### config.mk
export PLATFORM = sky130hd
export DESIGN_NAME = aes_block_loader
export DESIGN_NICKNAME = d
export VERILOG_FILES = /design/src/rtl/aes_pkg.sv /design/src/rtl/aes_valid_delay.sv /design/src/rtl/aes_block_loader.sv
export SDC_FILE = /design/constraint.sdc
export NUM_CORES = 1
export LEC_CHECK = 0
export CORE_ASPECT_RATIO = 0.7
export CORE_MARGIN = 5
export CORE_UTILIZATION = 35
export DETAILED_ROUTE_END_ITERATION = 8
export HOLD_SLACK_MARGIN = 0.05
export PLACE_DENSITY_LB_ADDON = 0.3
export SYNTH_ARGS = -nofsm -noshare
export SYNTH_HDL_FRONTEND = slang
export SYNTH_HIERARCHICAL = 1
export SYNTH_SLANG_ARGS = --single-unit
### constraint.sdc
create_clock -name clk -period 1.7 [get_ports clk]
set_input_delay 0.34 -clock clk [delete_from_list [all_inputs] [get_ports clk]]
set_output_delay 0.34 -clock clk [all_outputs]
set_load 0.02 [all_outputs]
### src/rtl/aes_pkg.sv
// rtl/aes_pkg.sv - shared FSM state type and constants for the AES block loader
// Purpose : state enum, words-per-block count and default cipher latency used by
//           aes_block_loader and its bench.
// Ports   : none (package).
package aes_pkg;

   typedef enum logic [1:0] {
      NOKEY   = 2'd0,
      KEYGRP  = 2'd1,
      DATAGRP = 2'd2
   } loader_state_t;

   localparam int WORDS_PER_BLOCK = 4;
   localparam int DEF_CIPHER_LAT  = 11;

endpackage

### src/rtl/aes_valid_delay.sv
// rtl/aes_valid_delay.sv - DEPTH-cycle shift register delaying a strobe
// Purpose : delays a one-bit strobe by exactly DEPTH clock cycles.
// Ports   : clk    - clock, rising edge
//           nrst   - synchronous active-low reset, clears every stage
//           i_in   - strobe in
//           o_out  - strobe out, DEPTH cycles after i_in
module aes_valid_delay #(
   parameter int DEPTH = 11
) (
   input  logic clk,
   input  logic nrst,
   input  logic i_in,
   output logic o_out
);

   logic [DEPTH-1:0] r_sr;

   always_ff @(posedge clk) begin
      if (!nrst) begin
         r_sr <= '0;
      end else begin
         r_sr[0] <= i_in;
         for (int i = 1; i < DEPTH; i++) begin
            r_sr[i] <= r_sr[i-1];
         end
      end
   end

   assign o_out = r_sr[DEPTH-1];

endmodule

### src/rtl/aes_block_loader.sv
// rtl/aes_block_loader.sv - packs input words into AES key/plaintext blocks
// Purpose : groups 4 accepted DWORD words into a LENGTH-bit block; the first
//           word's s_key selects key or plaintext. Key blocks update Key,
//           plaintext blocks update Plain_Text with a one-cycle pt_valid, and
//           ct_valid follows pt_valid after CIPHER_LAT cycles.
// Ports   : clk, nrst (sync, active-low)
//           s_data/s_key/s_valid/s_ready - word input handshake
//           Plain_Text, Key, pt_valid    - block presented to the cipher
//           ct_valid                     - cipher output valid strobe
//           key_loaded                   - a key has been committed since reset
//           blk_cnt                      - saturating block count, only when
//                                          AES_LOADER_BLKCNT_EN is defined
module aes_block_loader
   import aes_pkg::*;
#(
   parameter int DWORD      = 32,
   parameter int LENGTH     = 128,
   parameter int CIPHER_LAT = DEF_CIPHER_LAT
) (
   input  logic              clk,
   input  logic              nrst,
   input  logic [DWORD-1:0]  s_data,
   input  logic              s_key,
   input  logic              s_valid,
   output logic              s_ready,
   output logic [LENGTH-1:0] Plain_Text,
   output logic [LENGTH-1:0] Key,
   output logic              pt_valid,
   output logic              ct_valid,
`ifdef AES_LOADER_BLKCNT_EN
   output logic [15:0]       blk_cnt,
`endif
   output logic              key_loaded
);

   localparam int         SHW       = LENGTH - DWORD;
   localparam logic [1:0] LAST_WORD = 2'(WORDS_PER_BLOCK - 1);

   loader_state_t     r_state, w_state_nxt;
   logic [1:0]        r_wcnt, w_wcnt_nxt;
   logic [SHW-1:0]    r_shadow;
   logic [LENGTH-1:0] r_pt, r_key;
   logic              r_pt_valid, r_key_loaded;
   logic              w_accept, w_key_commit, w_pt_commit;
   logic              w_ct_valid;

   always_ff @(posedge clk) begin
      if (!nrst) begin
         r_state <= NOKEY;
         r_wcnt  <= 2'd0;
      end else begin
         r_state <= w_state_nxt;
         r_wcnt  <= w_wcnt_nxt;
      end
   end

   always_comb begin
      w_state_nxt  = r_state;
      w_wcnt_nxt   = r_wcnt;
      s_ready      = 1'b0;
      w_accept     = 1'b0;
      w_key_commit = 1'b0;
      w_pt_commit  = 1'b0;
      case (r_state)
         NOKEY: begin
            // only a key word may start traffic; plaintext stalls here
            s_ready  = s_valid & s_key;
            w_accept = s_valid & s_key;
            if (w_accept) begin
               w_state_nxt = KEYGRP;
               w_wcnt_nxt  = 2'd1;
            end
         end
         KEYGRP: begin
            s_ready  = 1'b1;
            w_accept = s_valid;
            if (w_accept) begin
               if (r_wcnt == LAST_WORD) begin
                  w_key_commit = 1'b1;
                  w_state_nxt  = DATAGRP;
                  w_wcnt_nxt   = 2'd0;
               end else begin
                  w_wcnt_nxt = r_wcnt + 2'd1;
               end
            end
         end
         DATAGRP: begin
            s_ready  = 1'b1;
            w_accept = s_valid;
            if (w_accept) begin
               if (r_wcnt == 2'd0 && s_key) begin
                  w_state_nxt = KEYGRP;
                  w_wcnt_nxt  = 2'd1;
               end else if (r_wcnt == LAST_WORD) begin
                  w_pt_commit = 1'b1;
                  w_wcnt_nxt  = 2'd0;
               end else begin
                  w_wcnt_nxt = r_wcnt + 2'd1;
               end
            end
         end
         default: begin
            w_state_nxt = NOKEY;
            w_wcnt_nxt  = 2'd0;
         end
      endcase
   end

   // Words shift in from the bottom, so after three words the shadow holds
   // {w1,w2,w3} and the fourth word completes the block in the low bits.
   // Stale upper bits from an earlier group are shifted out by then.
   always_ff @(posedge clk) begin
      if (!nrst) begin
         r_shadow     <= '0;
         r_pt         <= '0;
         r_key        <= '0;
         r_pt_valid   <= 1'b0;
         r_key_loaded <= 1'b0;
      end else begin
         r_pt_valid <= w_pt_commit;
         if (w_accept) begin
            r_shadow <= {r_shadow[SHW-DWORD-1:0], s_data};
         end
         if (w_key_commit) begin
            r_key        <= {r_shadow, s_data};
            r_key_loaded <= 1'b1;
         end
         if (w_pt_commit) begin
            r_pt <= {r_shadow, s_data};
         end
      end
   end

   aes_valid_delay #(
      .DEPTH (CIPHER_LAT)
   ) u_ct_delay (
      .clk   (clk),
      .nrst  (nrst),
      .i_in  (r_pt_valid),
      .o_out (w_ct_valid)
   );

`ifdef AES_LOADER_BLKCNT_EN
   logic [15:0] r_blk_cnt;

   always_ff @(posedge clk) begin
      if (!nrst) begin
         r_blk_cnt <= 16'd0;
      end else if (r_pt_valid && r_blk_cnt != 16'hFFFF) begin
         r_blk_cnt <= r_blk_cnt + 16'd1;
      end
   end

   assign blk_cnt = r_blk_cnt;
`endif

   assign Plain_Text = r_pt;
   assign Key        = r_key;
   assign pt_valid   = r_pt_valid;
   assign ct_valid   = w_ct_valid;
   assign key_loaded = r_key_loaded;

endmodule
* Yosys cells after proc, flatten, opt, wreduce, memory -nomap -nowiden
Cells that the tools add are included. Widths: inputs -> output; s select.
Cells by class: add/sub/neg operators 1, equality and inequality tests 8, multiplexer cells 19, bitwise gates (word level) 1, reductions and logical operators 6
Operators by type and width (number):
- $mux 2 | 9
- $pmux 2 s3 | 2
- $ne 2x2->1 const B | 5
- $mux 1 | 6
- $reduce_and 5->1 | 1
- $eq 2x2->1 const B | 2
- $logic_not 2->1 | 2
- $pmux 1 s2 | 2
- $reduce_and 3->1 | 1
- $add 2x1->2 const B | 1
- $eq 2x1->1 const B | 1
- $reduce_or 2->1 | 1
- $and 1x1->1 | 1
- $logic_and 1x1->1 | 1
Storage, ports and cells: register bits after elaboration 369, output and inout port bits 260, word-level logic and storage cells 43

* Depth between registers and ports, before layout
word-level depth 5, gate-level depth with buffers 9, gate-level depth less buffers 6

* By module
The synthesis kept the hierarchy.
By module, submodules not included:
- aes_block_loader | instances 1, cells each 1579, area an instance 12445.7 µm², sequential area each 7166.9 µm²
- aes_valid_delay | instances 1, cells each 23, area an instance 300.3 µm², sequential area each 220.2 µm²

* Least setup slack after synthesis
No wires, ideal clock.
kind register to register, from register r_state[0], to register r_shadow[55], setup time 132 ps, arrival time 1584 ps, required time 1568 ps, setup slack -16 ps, cell stages (with the launch flop) 10, clock period less this slack 1716 ps, cells stage by stage dfxtp_1 > inv_1 > ha_1 > a21oi_1 > or3b_1 > buf_2 > buf_6 > buf_6 > nand2_1 > a21oi_1
Between the ends: word-level cells in the longest chain between the ends 3, elaborated cells between the ends (all ways) 5, classes of those cells eq/ne (2); mux (1); reduce/logical (2)
Ends and longest elaborated chain:
- from (decl) | line aes_block_loader.sv:39 | loader_state_t r_state, w_state_nxt;
- from (signal assigned) | line aes_block_loader.sv:52 | r_state <= w_state_nxt;
- $eq 2x2->1 or $eq 2x1->1 (tied branches) | line aes_block_loader.sv:64 | case (r_state)
- $reduce_or 2->1 (no line)
- $pmux 1 s2 * | line aes_block_loader.sv:64
- to (signal assigned) | line aes_block_loader.sv:122 | r_shadow <= {r_shadow[SHW-DWORD-1:0], s_data};
- to (decl) | line aes_block_loader.sv:41 | logic [SHW-1:0] r_shadow;
Every way passes the cells marked *; elsewhere a longest branch is shown, timed or not. A chain may end at the register's enable or synchronous reset.

* Worst setup path after layout
from register r_state[0], to output port s_ready
Between the ends: word-level cells in the longest chain between the ends 3, elaborated cells between the ends (all ways) 5, classes of those cells eq/ne (2); mux (1); reduce/logical (2)
Ends and longest elaborated chain:
- $eq 2x2->1 or $eq 2x1->1 (tied branches) | line aes_block_loader.sv:64
- $reduce_or 2->1 (no line)
- $pmux 1 s2 * | line aes_block_loader.sv:64
- to (decl) | line aes_block_loader.sv:25 | output logic s_ready,
Marks and branches as above.

==> metrics.txt <==
status=complete, but fails checks; failing checks=negative setup slack; WP data arrival=1.54 ns; WHS=0.431 ns; PnR worst setup slack=-0.182 ns; power share of the combinational group=0.162; Warnings, synthesis=6; vias in the first global route=11,600; Worst Path Max Fanout=2; Vias=12,200; I/O Buffers=295; Crit. End Element=primary output; largest net degree at the start of global routing=52; Die X=238 um; initial antenna violation count=0; # DRC=0; peak supply drop=0.779 mV; post-synthesis cell count=1,602; clk root buf=clkbuf_16; Synth top area share=0.580; core footprint=35,900 sq um; total chip power=21.1 mW; Clock power frac=0.402; Final Core Density=0.553; Routed WL=48.6 mm; final setup skew=0.0201 ns; max_cap viols=0; most frequent cells in the layout=nand2_1 (600), dfxtp_1 (367), dlygate4sd2_1 (259); Slew @ Worst Pin=0.472 ns; initial drt markers=827; RSZ-0062 raised after global routing=true; area grow syn2layout=56.0%; first-pass GRT wire length=71.1 mm; post-DP HPWL=30.5 mm; Initial Util=0.355; final hold violation count=0; Mapped Area=12,700 sq um; fin nets=1,980; switching power=5.66 mW; H-tree depth reported by CTS=2; Setup CP Type=reg2out; fin cells=2,445; CTS Hold Bufs=0; CP required=1.36 ns; Period Utilization, post-route=1.11; share of cells above drive strength 1=0.206; startpoint type of the worst setup path=register; num rows=58; Placed Instances=2,330; CTS clock-pin slew for the worst setup and hold paths=0.06 ns; switch share=0.268; Overflow after GRT=0; # diodes=0; worst hold path class=in2reg; Max Freq=0.531 GHz; TritonCTS clock tree=done; Area after DPL=16,700 sq um; First-pass DRT Iterations=5; Ports=296; CTS buffer count=37; die footprint=40,400 sq um; register area share after synthesis=0.580; clock sinks=369; antenna violation net count after detailed routing=0; via/cell ratio=5.00; register share of total power=0.436; Slew HR=0.685; total leakage power=8.33 nW; clock buffer depth=3; unique cell type count in the Yosys netlist=30; post-synth net total=1,644; Total GRT Usage=0.224; Power Dens Cells=1060 nW/um^2; #FFs+latches synth=369; final setup violating endpoints=96; Slew Limit Fails=0; most common cell after layout, fill and taps aside=nand2_1; Die Span Y=170 um; post-DR wirelength/cell=19.9 um; leading post-synthesis cells by cell area=dfxtp_1 (58%), nand2_1 (21%), a21oi_1 (14%), buf_2 (2.1%), clkbuf_1 (1.5%); post-route cell area=19,900 sq um; Yosys top cell by area=dfxtp_1; cell-internal power=15.5 mW; minimum clock period=1.88 ns; Mean Syn Cell Area=7.96 sq um; Clk Latency, worst-skew pair=0.53 ns; RD Place Congestion=0.822
-- cell families after synthesis --
| group | Yosys count | synth area share |
|---|---|---|
| AOI/OAI and AO/OA | 364 | 0.145 |
| adders and majority gates | 6 | 0.00589 |
| buffers and inverters | 123 | 0.0464 |
| DFF | 369 | 0.580 |
| and+or+nand+nor | 740 | 0.223 |
-- cells in the mapped netlist, drive strengths merged --
cell and number:
a21oi 354, nand3 5, a21bo 1, nor2b 1, nand2 708, clkinv 1
nor3b 1, and2 11, inv 4, nor3 1, nand4 1, or3b 2
o41ai 1, a222oi 1, o31ai 1, nor2 7, o21ai 2, nand3b 1
o211ai 1, clkbuf 52, a31oi 2, dfxtp 369, a311oi 1, ha 6
buf 66, and3 2
-- metal layers --
metal | GRT usage | part of all wire
met4 | 0.0608 | 0.019
met1 | 0.316 | 0.45
met5 | 0 | 0
met2 | 0.343 | 0.45
met3 | 0.0585 | 0.074
-- path summary, 6_finish.rpt --
path / startpoint / to / slack (ns) / depth (start not counted)
setup / recovery: r_state[0] / s_ready / -0.18 / 5
hold / removal: s_data[22] / Key[22] / 0.43 / 3
setup reg to reg: r_state[0] / r_shadow[33] / -0.13 / 8
hold reg to reg: u_ct_delay/r_sr[7] / u_ct_delay/r_sr[8] / 0.43 / 1
-- timing repair --
action                     in CTS  in global routing
gates resized for setup       318                299
buffers inserted               22                  7
pin swaps                      15                126
gates cloned                   22                  7
setup endpoints to repair     473                267
-- state kept, by name, indices dropped and copies added, names as in the netlist --
name,flops
r_state,2
pt_valid,1
r_shadow,96
key_loaded,1
Plain_Text,128
r_wcnt,2
Key,128
u_ct_delay/r_sr,11
-- metrics by stage --
step	TNS [ns]	setup WS [ns]
after floorplan	0	0.00105
after global placement	-74.12	-0.322
after detailed placement	-82.95	-0.349
after CTS	-10.20	-0.186
after global routing	-14.36	-0.238
final	-9.40	-0.182
-- final cells by class --
class | count | area, sq um
Clock buffer | 48 | 1010
Timing Repair Buffer | 415 | 4620
Fill cell | 3248 | 16000
Tap cell | 480 | 601
Inverter | 5 | 26.3
Clock inverter | 18 | 239
Sequential cell | 369 | 7390
Multi-Input combinational cell | 1110 | 6000
-- worst max-delay path, cell delays in order, from the launching register on --
cell	delay, ns
dfxtp_2	0.35
inv_2	0.06
ha_4	0.26
a31oi_4	0.15
nor2_1	0.05
buf_4	0.15
-- power by group through the flow --
| stage | Clock, mW | Sequential, mW | Combinational (mW) |
|---|---|---|---|
| 2_1_floorplan | 0 | 9.13 | 0.875 |
| 3_3_place_gp | 0 | 9.34 | 1.53 |
| 3_5_place_dp | 0 | 9.34 | 1.57 |
| 4_1_cts | 8.64 | 9.15 | 2.84 |
| 5_1_grt | 9.06 | 9.23 | 3.57 |
| 6_report | 8.49 | 9.22 | 3.42 |
Note: power is estimated with default switching activity, not from simulation.
